File: src/rtl/ghash_seq.sv
// GHASH input sequencer: merges AAD, ciphertext and the final length block into
// one zero-padded 128-bit stream behind a single-entry valid/ready output register.
module ghash_seq #(
  parameter int CNT_W = 16,
  parameter int LEN_W = 64
) (
  input  logic             clk,
  input  logic             rst,
  input  logic             start,
  input  logic [CNT_W-1:0] aad_total,
  input  logic [CNT_W-1:0] ct_total,
  input  logic [127:0]     aad_in,
  input  logic [4:0]       aad_byte_len,
  input  logic             aad_valid,
  output logic             aad_ready,
  input  logic [127:0]     ct_in,
  input  logic [4:0]       ct_byte_len,
  input  logic             ct_valid,
  output logic             ct_ready,
  output logic [127:0]     ghash_data,
  output logic             ghash_valid,
  output logic             ghash_last,
  input  logic             ghash_ready,
  output logic             busy,
  output logic             done
);

  typedef enum logic [2:0] {S_IDLE, S_AAD, S_CT, S_LEN, S_WAIT} state_t;

  state_t             state_q, state_d;
  logic [CNT_W-1:0]   aad_tot_q, aad_tot_d;
  logic [CNT_W-1:0]   ct_tot_q, ct_tot_d;
  logic [CNT_W-1:0]   cnt_q, cnt_d;
  logic [LEN_W-1:0]   aad_bits_q, aad_bits_d;
  logic [LEN_W-1:0]   ct_bits_q, ct_bits_d;
  logic [127:0]       data_q, data_d;
  logic               valid_q, valid_d;
  logic               last_q, last_d;
  logic               done_q, done_d;
  logic               loadable;

  function automatic logic [4:0] eff_len(input logic [4:0] bl);
    return (bl == 5'd0 || bl >= 5'd16) ? 5'd16 : bl;
  endfunction

  function automatic logic [127:0] pad(input logic [127:0] d, input logic [4:0] bl);
    int sh;
    sh = 8 * (16 - int'(eff_len(bl)));
    return d & ({128{1'b1}} << sh);
  endfunction

  function automatic logic [LEN_W-1:0] bits_of(input logic [4:0] bl);
    return LEN_W'({eff_len(bl), 3'b000});
  endfunction

  always_comb begin
    state_d    = state_q;
    aad_tot_d  = aad_tot_q;
    ct_tot_d   = ct_tot_q;
    cnt_d      = cnt_q;
    aad_bits_d = aad_bits_q;
    ct_bits_d  = ct_bits_q;
    data_d     = data_q;
    last_d     = last_q;
    done_d     = 1'b0;
    aad_ready  = 1'b0;
    ct_ready   = 1'b0;
    loadable   = !valid_q || ghash_ready;
    valid_d    = valid_q && !ghash_ready;

    case (state_q)
      S_IDLE: begin
        if (start) begin
          aad_tot_d  = aad_total;
          ct_tot_d   = ct_total;
          cnt_d      = '0;
          aad_bits_d = '0;
          ct_bits_d  = '0;
          if (aad_total != '0)     state_d = S_AAD;
          else if (ct_total != '0) state_d = S_CT;
          else begin
            // Empty message: the all-zero length block goes out immediately.
            data_d  = '0;
            valid_d = 1'b1;
            last_d  = 1'b1;
            state_d = S_WAIT;
          end
        end
      end
      S_AAD: begin
        aad_ready = loadable;
        if (aad_valid && loadable) begin
          data_d     = pad(aad_in, aad_byte_len);
          valid_d    = 1'b1;
          last_d     = 1'b0;
          aad_bits_d = aad_bits_q + bits_of(aad_byte_len);
          if (cnt_q == aad_tot_q - CNT_W'(1)) begin
            cnt_d   = '0;
            state_d = (ct_tot_q != '0) ? S_CT : S_LEN;
          end else begin
            cnt_d = cnt_q + CNT_W'(1);
          end
        end
      end
      S_CT: begin
        ct_ready = loadable;
        if (ct_valid && loadable) begin
          data_d    = pad(ct_in, ct_byte_len);
          valid_d   = 1'b1;
          last_d    = 1'b0;
          ct_bits_d = ct_bits_q + bits_of(ct_byte_len);
          if (cnt_q == ct_tot_q - CNT_W'(1)) begin
            cnt_d   = '0;
            state_d = S_LEN;
          end else begin
            cnt_d = cnt_q + CNT_W'(1);
          end
        end
      end
      S_LEN: begin
        if (loadable) begin
          data_d  = {64'(aad_bits_q), 64'(ct_bits_q)};
          valid_d = 1'b1;
          last_d  = 1'b1;
          state_d = S_WAIT;
        end
      end
      S_WAIT: begin
        if (valid_q && ghash_ready) begin
          done_d  = 1'b1;
          last_d  = 1'b0;
          state_d = S_IDLE;
        end
      end
      default: state_d = S_IDLE;
    endcase
  end

  always_ff @(posedge clk or negedge rst) begin
    if (!rst) begin
      state_q    <= S_IDLE;
      aad_tot_q  <= '0;
      ct_tot_q   <= '0;
      cnt_q      <= '0;
      aad_bits_q <= '0;
      ct_bits_q  <= '0;
      data_q     <= '0;
      valid_q    <= 1'b0;
      last_q     <= 1'b0;
      done_q     <= 1'b0;
    end else begin
      state_q    <= state_d;
      aad_tot_q  <= aad_tot_d;
      ct_tot_q   <= ct_tot_d;
      cnt_q      <= cnt_d;
      aad_bits_q <= aad_bits_d;
      ct_bits_q  <= ct_bits_d;
      data_q     <= data_d;
      valid_q    <= valid_d;
      last_q     <= last_d;
      done_q     <= done_d;
    end
  end

  assign ghash_data  = data_q;
  assign ghash_valid = valid_q;
  assign ghash_last  = last_q;
  assign done        = done_q;
  assign busy        = (state_q != S_IDLE);

endmodule

File: config.mk
export PLATFORM = sky130hd
export DESIGN_NAME = ghash_seq
export DESIGN_NICKNAME = d
export VERILOG_FILES = /design/src/rtl/ghash_seq.sv
export SDC_FILE = /design/constraint.sdc
export NUM_CORES = 1
export LEC_CHECK = 0
export BUFFER_PORTS_ARGS = -buffer_cell sky130_fd_sc_hd__buf_2
export CAP_MARGIN = 20
export CORE_ASPECT_RATIO = 0.6
export CORE_UTILIZATION = 50
export DETAILED_ROUTE_END_ITERATION = 12
export PLACE_DENSITY = 0.76
export SLEW_MARGIN = 20
export SYNTH_ARGS = -nofsm -noshare
export SYNTH_HDL_FRONTEND = slang
export SYNTH_SLANG_ARGS = --single-unit
File: constraint.sdc
create_clock -name clk -period 4.1 [get_ports clk]
set_input_delay 0.615 -clock clk [delete_from_list [all_inputs] [get_ports clk]]
set_output_delay 0.615 -clock clk [all_outputs]
set_load 0.03 [all_outputs]
== After elaboration in Yosys (flattened, before gate mapping) ==
Index checks and enable logic that the tools add are counted.

* Memories kept: 0
* Output and inout port bits: 134
* ROM bits: 0
* Memory bits (writable): 0
* Latch bits: 0
* Bits in registers: 310
* Word-level logic and storage cells: 116
* Input port bits: 304

* Multipliers: 0
* Add/sub/neg operators: 7
* Reduce and logical (&&, ||, !) cells: 28
* Div/mod/pow operators: 0
* Equality and inequality tests: 15
* Bitwise logic cells: 2
* Shift operators: 2
* Magnitude comparators: 2
* Muxes and demuxes: 50

{| class="wikitable"
|+ Operators by type and width
! kind !! number
|-
| $mux 128 || 6
|-
| $pmux 128 s4 || 1
|-
| $and 128x128->128 || 2
|-
| $pmux 64 s2 || 2
|-
| $shl 128x32->128 const A || 2
|-
| $mux 64 || 3
|-
| $add 64x8->64 || 2
|-
| $mux 16 || 5
|-
| $pmux 16 s3 || 1
|-
| $reduce_bool 16->1 || 3
|-
| $eq 16x16->1 || 2
|-
| $sub 16x1->16 const B || 2
|-
| $mux 3 || 9
|-
| $mux 1 || 18
|-
| $ne 2x2->1 const B || 9
|-
| $add 16x1->16 const B || 1
|-
| $pmux 3 s5 || 1
|-
| $reduce_and 7->1 || 2
|-
| $sub 5x5->6 const A || 2
|-
| $ge 5x5->1 const B || 2
|-
| $logic_not 5->1 || 2
|-
| $mux 5 || 2
|-
| $reduce_and 8->1 || 1
|-
| $eq 3x2->1 const B || 2
|-
| other kinds (15) || 24
|}

== Depth between registers and ports, before layout ==
* Depth after elaboration: 8
* Gate-level depth with buffers: 14
* Mapped depth without buffers: 12

== Least setup slack after synthesis ==
Ideal clock, no wire load.

* Kind: input-to-reg
* From: input port ct_byte_len[0]
* To: register ct_bits_q[57]
* Stages: 13
* Arrival time: 3.076 ns
* Required time: 3.968 ns
* Buffers on the path: 2
* Slack: 0.892 ns
* Cell sequence: nor2b_1 clkbuf_1 ha_1 inv_1 fa_1 nor2b_1 o21a_1 o21ai_0 a211oi_1 clkbuf_1 nand3_1 xor2_1 nor2_1

* Cells in the longest elaborated chain, start to end: 6
* Elaborated cells between the ends (all ways): 7
* Those cells by class: add/sub: 1; order compare: 1; mux: 3; reduce/logical: 2

{| class="wikitable"
|+ Ends and longest elaborated chain
! item !! RTL line !! RTL
|-
| start: declaration || 17 || <nowiki>input logic [4:0] ct_byte_len,</nowiki>
|-
| $ge 5x5->1 or $logic_not 5->1 (tied branches) || 43 || <nowiki>return (bl == 5'd0 || bl >= 5'd16) ? 5'd16 : bl;</nowiki>
|-
| $logic_or 1x1->1 || 43 ||
|-
| $mux 5 * || 43 ||
|-
| $add 64x8->64 * || 111 || <nowiki>ct_bits_d = ct_bits_q + bits_of(ct_byte_len);</nowiki>
|-
| $mux 64 * || 107 || <nowiki>if (ct_valid && loadable) begin</nowiki>
|-
| $pmux 64 s2 * || 71 || <nowiki>case (state_q)</nowiki>
|-
| end signal: assignment || 157 || <nowiki>ct_bits_q <= ct_bits_d;</nowiki>
|-
| end: declaration || 35 || <nowiki>logic [LEN_W-1:0] ct_bits_q, ct_bits_d;</nowiki>
|}

Mark *: on every way between the ends. The rest lies on a longest branch, timed or not. The select of a mux whose other input is x is not followed.
A chain may end at the register's enable or synchronous reset.

== Worst setup path after layout ==
* From: register state_q[0]
* To: register aad_bits_q[56]

* Cells in the longest elaborated chain, start to end: 3
* Elaborated cells between the ends (all ways): 7
* Those cells by class: eq/ne: 3; mux: 1; reduce/logical: 3

{| class="wikitable"
|+ Ends and longest elaborated chain
! item !! RTL line !! RTL
|-
| start: declaration || 30 || <nowiki>state_t state_q, state_d;</nowiki>
|-
| start signal: assignment || 152 || <nowiki>state_q <= state_d;</nowiki>
|-
| $eq 3x1->1 or $logic_not 3->1 (tied branches) || 71 ||
|-
| $ne 2x2->1 (no line) or $reduce_bool 2->1 (tied branches) || -- ||
|-
| $reduce_and 3->1 (no line) || -- ||
|-
| end signal: assignment || 156 || <nowiki>aad_bits_q <= aad_bits_d;</nowiki>
|-
| end: declaration || 34 || <nowiki>logic [LEN_W-1:0] aad_bits_q, aad_bits_d;</nowiki>
|}

Parallel ways exist; a longest one is shown, timed or not.

==> tab_implementation.tex <==
\begin{tabular}{lr}
\hline
Metric & Value \\
\hline
\multicolumn{2}{l}{\textbf{Run status}} \\
Outcome & completed \\
\multicolumn{2}{l}{\textbf{Worst setup path}} \\
Required time at the worst-slack endpoint & 4.57 ns \\
Reg-to-reg critical path startpoint & state\_q[0] \\
Maximum fanout along the worst path & 12 \\
Register-to-Register Path Depth & 8 \\
Reg-to-reg setup timing slack & approximately 0.56 ns \\
Startpoint-to-endpoint class of the critical path & register to register \\
CP endpoint kind & register \\
Data arrival time of the critical path & around 4.0 ns \\
Critical R2R Capture & aad\_bits\_q[56] \\
Critical Path Source Type & register \\
\multicolumn{2}{l}{\textbf{Die}} \\
DIE WIDTH & around 240 um \\
I/O pins & 438 \\
Die H & $\sim$140 um \\
Core region area & roughly 32,000 sq um \\
Die Footprint & $\sim$34,000 sq um \\
Number of standard-cell rows in the floorplan & 50 \\
Initial cell density of the core & 0.516 \\
\multicolumn{2}{l}{\textbf{Finish}} \\
Final instance count without filler cells & 2,650 \\
Number of nets in the finished design & 2,519 \\
Layout-stage area growth over the synthesis result & 22.8\% \\
Number of fill cells & 2,673 \\
Ratio of cells with drive above 1 in the final layout & 0.252 \\
Finished Core Util & 0.634 \\
\multicolumn{2}{l}{\textbf{Drt}} \\
Antenna-violating nets left & 0 \\
Residual DRC & 0 \\
Routed length per instance & 20.7 um \\
Total via count in the routed design & between 15,000 and 20,000 \\
Drt pass-1 iters & 10 \\
Iteration-0 DRC Markers & a little over 2,000 \\
Number of vias per cell & 6.19 \\
Total detailed-routing wirelength & about 55,000 um \\
\multicolumn{2}{l}{\textbf{Timing}} \\
Peak clock frequency supported by timing & $\sim$280 MHz \\
Unrepaired setup endpoints after global routing & no \\
Least-Margin Pin Slew & about 1.2 ns \\
Count of final hold-check violations & 0 \\
Final worst path period share & 0.863 \\
Clock Skew & between 0.02 and 0.025 ns \\
Aggregate negative setup slack & 0 ns \\
Final number of setup-violating endpoints & 0 \\
Min Clock Period, post-route & 3.54 ns \\
Pins over their slew limit & 0 \\
Slew Limit Headroom & 0.209 \\
\multicolumn{2}{l}{\textbf{Clock network}} \\
Number of resized instances in the post-cts repair step & 0 \\
CTS sink cnt & about 300 \\
Clk Latency, worst-skew pair & between 0.5 and 0.6 ns \\
Number of H-tree branching levels & 1 \\
Clk root buf & clkbuf\_16 \\
Number of buffers added by the clock tree synthesis step & 29 \\
Clock slew at reported path FFs & about 0.070 ns \\
Number of buffers inserted for hold repair after clock tree synthesis & 0 \\
Clk buf depth & 3 \\
CTS tree & yes \\
Post-CTS setup repair buffer count & 0 \\
\multicolumn{2}{l}{\textbf{Power and ir drop}} \\
Leakage Power & between 9 and 10 nW \\
Share of power burned in combinational logic & 0.447 \\
Power density over the cells & 650 nW/um\^{}2 \\
Peak VDD IR & 0.000574 V \\
Switching share of power & 0.458 \\
P\_sw & about 6 mW \\
Portion of total power attributed to the clock network & 0.226 \\
Internal cell power & a little over 7 mW \\
Total power draw & about 13 mW \\
Part of the power in registers & 0.327 \\
\multicolumn{2}{l}{\textbf{Synthesis}} \\
Mean instance size in the synthesized netlist & 9.10 sq um \\
Number of flip-flops and latches in the synthesized netlist & about 300 \\
Yosys warns & 0 \\
Number of nets produced by synthesis & 2,120 \\
Post-synth top flop & dfrtp\_1 \\
Synthesized area & about 16,000 sq um \\
Ys async rst share & 1.00 \\
Portion of the post-synthesis area used by sequential elements & 0.464 \\
Library cells used by synthesis & between 70 and 80 \\
Gate count after technology mapping & between 1,500 and 2,000 \\
Number of enable-type register cells in the synthesized netlist & 0 \\
\multicolumn{2}{l}{\textbf{GRT}} \\
Vias in the first global route & between 15,000 and 20,000 \\
Met2 usage in global routing & 0.496 \\
Initial antenna violation count & 15 \\
Largest net degree at the start of global routing & 117 \\
Met3 track demand over resource & 0.0737 \\
Global Route Usage Sum & 0.324 \\
Global-route wire length before repair & between 80,000 and 90,000 um \\
Total overflow reported by the global router & 0 \\
Met1 Usage GRT & 0.453 \\
Layer carrying the most global-route usage & met2 \\
\multicolumn{2}{l}{\textbf{Placement}} \\
Number of input and output port buffers inserted & 437 \\
Half-perimeter wire length after placement & 40,700 um \\
Placed cell count & 2,583 \\
Routability congestion estimate from global placement & approximately 0.96 \\
\multicolumn{2}{l}{\textbf{Hold path}} \\
Class of the tightest hold or removal check & input pin to asynchronous set/reset pin \\
\multicolumn{2}{l}{\textbf{Job}} \\
Max-cap check violation count & 0 \\
\hline
\end{tabular}
[state kept, by name, indices dropped and copies added, names as in the netlist]
| name | count |
|---|---|
| done | 1 |
| ghash_last | 1 |
| aad_bits_q | 61 |
| ct_bits_q | 61 |
| ghash_data | 128 |
| cnt_q | 16 |
| aad_tot_q | 16 |
| ct_tot_q | 16 |
| ghash_valid | 1 |
| state_q | 3 |
[per-stage QoR]
step / worst slack [ns] / instance area [sq um] / hold slack [ns]
2_1_floorplan: 0.892 / 16400 / 0.319
3_3_place_gp: 0.542 / 19000 / 0.456
3_5_place_dp: 0.415 / 19000 / 0.466
4_1_cts: 0.624 / 20100 / 0.174
5_1_grt: 0.185 / 20100 / 0.209
6_report: 0.562 / 20100 / 0.126
[cell usage after synthesis (all sizes together) (6+ instances only)]
master,count,area [sq um]
a21boi,6,45.0
ha,15,188
a21o,6,45.0
dfrtp,304,7610
clkbuf,94,353
or4,16,120
and3,21,131
or2,9,56.3
nand2,295,1110
nor2,105,394
and2,14,87.6
and4,15,131
xnor2,62,543
xor2,56,490
nand4,32,200
a22oi,12,90.1
a21oi,83,415
o21a,8,60.1
or3,54,338
nor3b,10,75.1
mux2i,6,60.1
nor4,33,206
nor2b,15,93.8
nor3,29,145
buf,14,71.3
o31ai,8,60.1
nand3,43,215
inv,43,161
a222oi,117,1170
nand2b,12,75.1
o21ai,181,906
[layer usage]
| metal | routed length [um] | up-vias | part of all wire |
|---|---|---|---|
| li1 | - | 7501 | - |
| met3 | 5050 | 110 | 0.092 |
| met5 | 24 | - | 0.00044 |
| met2 | 24400 | 847 | 0.44 |
| met4 | 1920 | 4 | 0.035 |
| met1 | 23600 | 7930 | 0.43 |
[critical path, stage by stage, from the launching register on]
cell	delay, ns
dfrtp_1	0.57
nor3b_1	0.48
a31oi_1	0.18
buf_4	0.22
nor4_1	0.44
nand2_1	0.28
or4b_1	0.72
or3_1	0.38
a21oi_1	0.16
[power groups by stage]
stage	Sequential (mW)	Combinational [mW]	Clock, mW
after floorplan	4.94	3.06	0
after global placement	4.28	5.68	0
after detailed placement	4.31	5.78	0
after CTS	4.26	5.80	2.99
after global routing	4.36	6.36	3.13
final	4.28	5.84	2.96
[layout make-up]
class	count	area (sq um)	share of cell area
Timing Repair Buffer	476	2510	0.125
Tap cell	416	520	0.0259
Antenna cell	13	32.5	0.00162
Sequential cell	304	7610	0.378
Inverter	43	161	0.00802
Multi-Input combinational cell	1344	8240	0.410
Clock buffer	35	798	0.0397
Clock inverter	19	243	0.0121
[worst max-delay path by stage]
| stage | startpoint | endpoint | slack [ns] | cells past startpoint |
|---|---|---|---|---|
| 2_1_floorplan | ct_byte_len[0] | ct_bits_q[57] | 0.89 | 13 |
| 3_3_place_gp | ct_byte_len[4] | ct_bits_q[58] | 0.54 | 12 |
| 3_5_place_dp | ct_byte_len[4] | ct_bits_q[50] | 0.42 | 12 |
| 4_1_cts | state_q[0] | aad_bits_q[60] | 0.62 | 8 |
| 5_1_grt | state_q[2] | aad_bits_q[56] | 0.18 | 8 |
| 6_report | state_q[0] | aad_bits_q[56] | 0.56 | 8 |
[cell usage in the layout (no fill, tap or decap), types with 5 or more instances in the layout]
cell / instances
a22oi_1: 12
clkinv_2: 7
xnor2_1: 62
clkbuf_16: 29
a21o_1: 6
mux2i_1: 6
nor3b_1: 10
and2_1: 10
nor4_1: 32
ha_1: 15
o21ai_0: 180
or4_1: 16
nor2b_1: 15
xor2_1: 56
nand4_1: 32
nand2b_1: 12
or3_1: 53
o21a_1: 8
clkbuf_8: 5
nor3_1: 29
and4_1: 15
buf_4: 37
bufinv_16: 5
buf_2: 436
o21bai_1: 5
or2_2: 9
a222oi_1: 117
nand2_1: 295
o221ai_1: 5
a21oi_1: 82
and3_1: 21
diode_2: 13
nor2_1: 105
inv_1: 43
nand3b_1: 5
o31ai_1: 8
dfrtp_1: 304
nand3_1: 43
[cells by family (layout without fill, tap and decap cells)]
| logic type | Yosys count | count (layout) | synth area share |
|---|---|---|---|
| AOI/OAI and AO/OA | 477 | 477 | 0.200 |
| xor gates and xnor gates | 118 | 118 | 0.0631 |
| adders and majority gates | 17 | 17 | 0.0139 |
| buffers and inverters | 151 | 573 | 0.0357 |
| DFF | 304 | 304 | 0.464 |
| muxes | 8 | 8 | 0.00504 |
| other | 0 | 13 | 0 |
| and+or+nand+nor | 724 | 724 | 0.218 |
No activity file was read; power rests on OpenSTA's default activity.
